--- config.mk ---
export PLATFORM = sky130hd
export DESIGN_NAME = tick_timer
export DESIGN_NICKNAME = d
export VERILOG_FILES = /design/src/rtl/tick_timer.sv
export SDC_FILE = /design/constraint.sdc
export NUM_CORES = 1
export LEC_CHECK = 0
export ABC_AREA = 1
export BUFFER_PORTS_ARGS = -buffer_cell sky130_fd_sc_hd__buf_2
export CAP_MARGIN = 20
export CORE_MARGIN = 2
export CORE_UTILIZATION = 55
export DETAILED_ROUTE_END_ITERATION = 10
export PLACE_DENSITY = 0.76
export RECOVER_POWER = 50
export SLEW_MARGIN = 20
export SYNTH_ARGS = -nofsm -noshare
export SYNTH_HDL_FRONTEND = slang
export SYNTH_SLANG_ARGS = --single-unit
--- constraint.sdc ---
create_clock -name clk -period 3.6 [get_ports clk]
set_input_delay 0.72 -clock clk [delete_from_list [all_inputs] [get_ports clk]]
set_output_delay 0.72 -clock clk [all_outputs]
set_load 0.02 [all_outputs]
--- src/rtl/tick_timer.sv ---
// Purpose: programmable down-counting timer driven by an upstream tick strobe; one-shot or periodic.
// Latency: expire is registered and rises on the edge that samples the load_val-th accepted tick.
// Backpressure: none; start/stop/tick are one-cycle requests that are always accepted.
module tick_timer #(
  parameter int W  = 10,
  parameter int EW = 8
) (
  input  logic          clk,
  input  logic          rst,
  input  logic          tick,
  input  logic          start,
  input  logic          stop,
  input  logic          mode,
  input  logic [W-1:0]  load_val,
  output logic          busy,
  output logic          expire,
  output logic [W-1:0]  remain,
  output logic [EW-1:0] expire_cnt
);

  typedef enum logic {
    IDLE = 1'b0,
    RUN  = 1'b1
  } state_t;

  localparam logic [W-1:0]  REM_ONE = W'(1);
  localparam logic [EW-1:0] CNT_ONE = EW'(1);
  localparam logic [EW-1:0] CNT_MAX = '1;

  state_t        state_q, state_d;
  logic [W-1:0]  remain_q, remain_d;
  logic [W-1:0]  period_q, period_d;
  logic          mode_q, mode_d;
  logic          expire_q, expire_d;
  logic [EW-1:0] cnt_q, cnt_d;

  logic [EW-1:0] cnt_inc;
  logic          load_zero;

  // Saturating increment so the expiration count sticks at its maximum instead of wrapping.
  assign cnt_inc   = (cnt_q == CNT_MAX) ? cnt_q : cnt_q + CNT_ONE;
  assign load_zero = (load_val == '0);

  // Next-state logic: priority stop > start > tick; a zero-length start expires immediately and idles.
  always_comb begin
    state_d  = state_q;
    remain_d = remain_q;
    period_d = period_q;
    mode_d   = mode_q;
    expire_d = 1'b0;
    cnt_d    = cnt_q;

    case (state_q)
      IDLE: begin
        // tick and stop carry no meaning while idle.
        if (start) begin
          if (load_zero) begin
            expire_d = 1'b1;
            cnt_d    = CNT_ONE;
            remain_d = '0;
          end else begin
            period_d = load_val;
            mode_d   = mode;
            remain_d = load_val;
            cnt_d    = '0;
            state_d  = RUN;
          end
        end
      end

      RUN: begin
        if (stop) begin
          // Abort wins even over a coincident final tick: no expire, count preserved.
          remain_d = '0;
          state_d  = IDLE;
        end else if (start) begin
          // Retrigger: the coincident tick, if any, belongs to the old period and is dropped.
          if (load_zero) begin
            expire_d = 1'b1;
            cnt_d    = CNT_ONE;
            remain_d = '0;
            state_d  = IDLE;
          end else begin
            period_d = load_val;
            mode_d   = mode;
            remain_d = load_val;
            cnt_d    = '0;
          end
        end else if (tick) begin
          if (remain_q > REM_ONE) begin
            remain_d = remain_q - REM_ONE;
          end else begin
            // Last tick of the period: pulse, then reload or fall back to idle.
            expire_d = 1'b1;
            cnt_d    = cnt_inc;
            if (mode_q) begin
              remain_d = period_q;
            end else begin
              remain_d = '0;
              state_d  = IDLE;
            end
          end
        end
      end

      default: begin
        state_d  = IDLE;
        remain_d = '0;
      end
    endcase
  end

  // State and output registers with synchronous reset.
  always_ff @(posedge clk) begin
    if (rst) begin
      state_q  <= IDLE;
      remain_q <= '0;
      period_q <= '0;
      mode_q   <= 1'b0;
      expire_q <= 1'b0;
      cnt_q    <= '0;
    end else begin
      state_q  <= state_d;
      remain_q <= remain_d;
      period_q <= period_d;
      mode_q   <= mode_d;
      expire_q <= expire_d;
      cnt_q    <= cnt_d;
    end
  end

  assign busy       = (state_q == RUN);
  assign expire     = expire_q;
  assign remain     = remain_q;
  assign expire_cnt = cnt_q;

endmodule

Word-level counts from Yosys, hierarchy flattened

Index checks and enable logic that the tools add are counted.

Register bits after elaboration: 31
Output and inout bits: 20

Add/subtract/negate cells: 2
$lt $le $gt $ge: 1
Eq/ne operators: 7
Mux-type cells: 39
Bitwise gates (word level): 1
Reduce and logical (&&, ||, !) cells: 3

Operator list:

| kind                                                                             | number |
|---|---|
| 10-bit two-way mux                                                               | 10 |
| 8-bit two-way mux                                                                | 6 |
| 10-bit case mux with 2 select lines                                              | 2 |
| 1-bit two-way mux                                                                | 17 |
| 8-bit case mux with 2 select lines                                               | 1 |
| 10-bit by 1-bit greater-than comparator with 1-bit output, second input constant | 1 |
| 10-bit zero test                                                                 | 1 |
| 10-bit by 1-bit subtractor with 10-bit output, second input constant             | 1 |
| 3-bit inequality test, second input constant                                     | 3 |
| 8-bit by 1-bit adder with 8-bit output, second input constant                    | 1 |
| 8-bit == test, second input constant                                             | 1 |
| 1-bit case mux with 2 select lines                                               | 3 |
| 5-bit AND reduction                                                              | 1 |
| 2-bit inequality test, second input constant                                     | 2 |
| 4-bit inequality test, second input constant                                     | 1 |
| 2-bit AND reduction                                                              | 1 |
| 1-bit NOT                                                                        | 1 |

Depth between registers and ports, before layout

Depth after elaboration: 7
Depth in mapped cells: 13

Least setup slack after synthesis

Ideal clock, no wire load.

Path type: register -> register
Start point: register remain_q[0], in the netlist remain[0]
End point: register cnt_q[1], in the netlist expire_cnt[1]
Setup time: 114 ps
Arrival time: 1605 ps
Slack: 1881 ps
Stages on the path, launching flop included: 13
Path buffers: 0
Clock period less this slack: 1719 ps
Cells stage by stage: dfxtp_1 > inv_1 > ha_1 > o21ai_2 > inv_2 > nand2_4 > inv_8 > nand2_4 > nand2_8 > nand2_8 > clkinv_8 > nor2_1 > nor2_2

Longest elaborated chain between the ends: 3

RTL lines:

| what                                                      | line | source |
|---|---|---|
| start: declaration                                        | 31   | `logic [W-1:0] remain_q, remain_d;` |
| start signal: assignment                                  | 124  | `remain_q <= remain_d;` |
| 10-bit by 1-bit greater-than comparator with 1-bit output | 90   | `if (remain_q > REM_ONE) begin` |
| 3-bit inequality test (no line)                           | --   |  |
| 5-bit AND reduction (no line)                             | --   |  |
| end signal: assignment                                    | 128  | `cnt_q <= cnt_d;` |
| end: declaration                                          | 35   | `logic [EW-1:0] cnt_q, cnt_d;` |

Every way passes these cells.
A chain may end at the register's enable or synchronous reset.

Final worst setup path

Start point: input port start
End point: register cnt_q[1], in the netlist expire_cnt[1]

Longest elaborated chain between the ends: 3
Elaborated cells between the ends (all ways): 8
Classes of those cells: eq/ne (4); mux (3); reduce/logical (1)

RTL lines:

| what                               | line | source |
|---|---|---|
| start: declaration                 | 11   | `input logic start,` |
| 8-bit two-way mux                  | 76   | `end else if (start) begin` |
| 8-bit two-way mux                  | 72   | `if (stop) begin` |
| 8-bit case mux with 2 select lines | 53   | `case (state_q)` |

Parallel ways exist; a longest one is shown, timed or not. The select of a mux whose other input is x is not followed.

==> out/qor.txt <==
status = completed
Worst slew margin = 53.1%
WL/cell = 12.4 um
Top FF cell, synth = dfxtp_1
largest area contributor in the netlist = dfxtp_1
Via density = 5.30
startpoint type of the worst setup path = primary input
Core ar. = 3660 sq um
Starting Density = 56.9%
area grow syn2layout = 11.9%
crit share post-route = 66.1%
most frequent CP cell = nand2_1
layout cell share with drive strength beyond 1 = 16.4%
fill count = 377
Fmax = 420 MHz
CP arrival = 2560 ps
final WL = 4980 um
IO Port Bufs = 35
clock sinks = 31
Syn. warnings = 0
switching share of power = 35.1%
hold depth = 2
unrepaired setup endpoints after global routing = false
clk slew on worst S/H paths = 60 ps
worst slew pin tran = 701 ps
post-route design area = 2330 sq um
net load switching power = 341 uW
CTS tree = yes
distinct cell type count after synthesis = 35
row count = 22
first-pass GRT wire length = 8630 um
#FFs+latches synth = 31
post-synth top area share = 29.8%
hold_buf cts = 0
CP Cell Sequence = clkbuf_1 > nor3_1 > nor2_1 > nand2_2 > inv_4 > nand2_8 > clkinv_8 > nand2_1 > nand2_1 > nor2_2
ant diodes = 0
setup bufs post-CTS = 0
Post-synth EDFFs = 0
reg2reg path depth = 10
Internal Power = 630 uW
largest net degree at the start of global routing = 23
clk_skew = 4.44 ps
Synth Instances = 319
footprint of the multi-input gates = 1210 sq um
RD Place Congestion = 0.851
worst r2r src = busy
area of the mapped netlist = 2080 sq um
H-tree depth = 2
PwrDens = 417 nW/um^2
Async SR Flop Fraction = 0%
minimum clock period = 2380 ps
via total after detailed routing = 2125
CP required = 3780 ps
Setup Viol. Count Final = 0
setup TNS = 0 ps
DRT iter0 DRCs = 182
worst hold path class = register to register
Root Driver = clkbuf_8
residual DRC count = 0
Detailed Place HPWL = 3800 um
Clock power frac = 30.9%
Crit. End Element = register
register area share after synthesis = 29.8%
drt pass-1 iters = 5
IO Pins = 36
register area = 621 sq um
Worst-Skew Late Latency = 280 ps
Hold EP = period_q[8]
hold_sp = period_q[8]
Final nets = 371
Slowest-stage cell, CP = nor2_1
Syn Area/Cell = 6.53 sq um
Max VDD drop = 0.243 mV
Routed Antenna Nets = 0
final hold violations = 0
max incr delay on CP = 570 ps
Tot GR Track Use = 25.7%
Die Area = 4300 sq um
Flop pwr share = 40.3%
max-cap violations = 0
crit path max fanout = 12
Fin Hold WS = 453 ps
Gate power share = 28.8%
Resize count post-CTS = 0
vias in the first global route = 1836
CTS buffer count = 5
reg2reg setup slack = 1640 ps
Setup CP Type = primary input to register
Pins Over Slew Limit = 0
Leakage = 0.977 nW
clock tree buffer depth = 2
synthesized net count = 338
total grt overflow = 0
worst flop-to-flop path endpoint = expire_cnt[1]
antenna violations before repair = 0
DP Area = 2260 sq um
die width = 65.5 um
ranking of synthesized cells by area = dfxtp_1, nand2_1, a21oi_1
Die Height = 65.5 um
-- through the flow --
step / std cells / power, mW / worst slack (ps) / util (%)
final: 401 / 0.971 / 1220 / 63.7
after global routing: 401 / 1.03 / 1020 / 63.7
after CTS: 401 / 0.978 / 1760 / 64.6
after detailed placement: 393 / 0.679 / 1470 / 61.8
after global placement: 393 / 0.675 / 1460 / 61.8
after floorplan: 319 / 0.613 / 1880 / -
-- kinds of logic after synthesis --
logic type	Yosys count	share of synthesized area [%]
buffers and inverters	53	11.7
adders and majority gates	3	1.80
xor gates and xnor gates	4	1.68
DFF	31	29.8
and+or+nand+nor	159	37.5
AOI/OAI and AO/OA	69	17.6
-- registers in the layout, summed over array words and instances, names as in the netlist --
register and cells:
expire 1, busy 1, period_q 10, expire_cnt 8
remain 10, mode_q 1
-- cells in the mapped netlist (3+ instances only) --
cell type	number
a21oi_1	28
a21oi_2	4
buf_4	3
dfxtp_1	31
ha_1	3
inv_1	35
inv_2	5
nand2_1	71
nand2_2	7
nand3_1	27
nand4_1	3
nor2_1	28
nor2_2	8
nor3_1	4
o21ai_0	20
o21ai_1	15
xor2_1	3
-- metal layers --
metal	part of all wire, %	GRT usage, %	vias up	routed length, um
met5	0	0	-	0
met4	0.88	5.73	0	44
met3	6.6	5.65	6	330
met2	43	38.0	69	2150
met1	49	38.1	955	2460
li1	-	-	1095	-
-- area by class of cell --
cell class | instances | share of cell area, %
inverters | 44 | 8.05
multi-input cells | 235 | 52.0
well taps | 48 | 2.58
repair buffers | 35 | 6.44
flip-flops and latches | 31 | 26.6
clock buffers | 8 | 4.29
-- worst max path at each step --
stage          cells after the start             to  slack [ps]       from
2_1_floorplan                     12  expire_cnt[1]        1880  remain[0]
3_3_place_gp                      10  expire_cnt[1]        1460      start
3_5_place_dp                      10  expire_cnt[1]        1470      start
4_1_cts                            9  expire_cnt[5]        1760      start
5_1_grt                            9  expire_cnt[5]        1020      start
6_report                          10  expire_cnt[1]        1220      start
-- worst max-delay path: cells and delay by family --
| family | cells | cell delay [ps] |
|---|---|---|
| and+or+nand+nor | 7 | 1110 |
| buffers and inverters | 3 | 720 |
-- power by group through the flow --
stage          Sequential [mW]  Clock [mW]  Combinational, mW
2_1_floorplan            0.407           0              0.206
3_3_place_gp             0.397           0              0.279
3_5_place_dp             0.397           0              0.281
4_1_cts                  0.390       0.305              0.283
5_1_grt                  0.394       0.321              0.319
6_report                 0.391       0.300              0.280
-- placed cells by master, fill, tap and decap left out --
| cell type | netlist | routed |
|---|---|---|
| nand2_1 | 71 | 71 |
| inv_1 | 35 | 35 |
| dfxtp_1 | 31 | 31 |
| nor2_1 | 28 | 29 |
| a21oi_1 | 28 | 28 |
| nand3_1 | 27 | 27 |
| o21ai_0 | 20 | 23 |
| clkbuf_1 | 2 | 21 |
| buf_2 | 2 | 15 |
| o21ai_1 | 15 | 12 |
| nor2_2 | 8 | 7 |
| nand2_2 | 7 | 7 |
| clkbuf_8 | 0 | 7 |
| inv_2 | 5 | 5 |
| nor3_1 | 4 | 5 |
| a21oi_2 | 4 | 4 |
| nand4_1 | 3 | 3 |
| xor2_1 | 3 | 3 |
| ha_1 | 3 | 3 |
| nor2_4 | 2 | 2 |
| nand2_4 | 2 | 2 |
| nand2_8 | 2 | 2 |
| o21ai_2 | 1 | 1 |
| inv_8 | 1 | 1 |
| nor2_8 | 1 | 1 |
| nor3_2 | 2 | 1 |
| nand3_2 | 1 | 1 |
| inv_4 | 1 | 1 |
| clkinv_8 | 1 | 1 |
| clkinv_1 | 1 | 1 |
| xnor2_1 | 1 | 1 |
| nor4_1 | 1 | 1 |
| a211oi_1 | 1 | 1 |
Power figures use the tool's default switching activity.
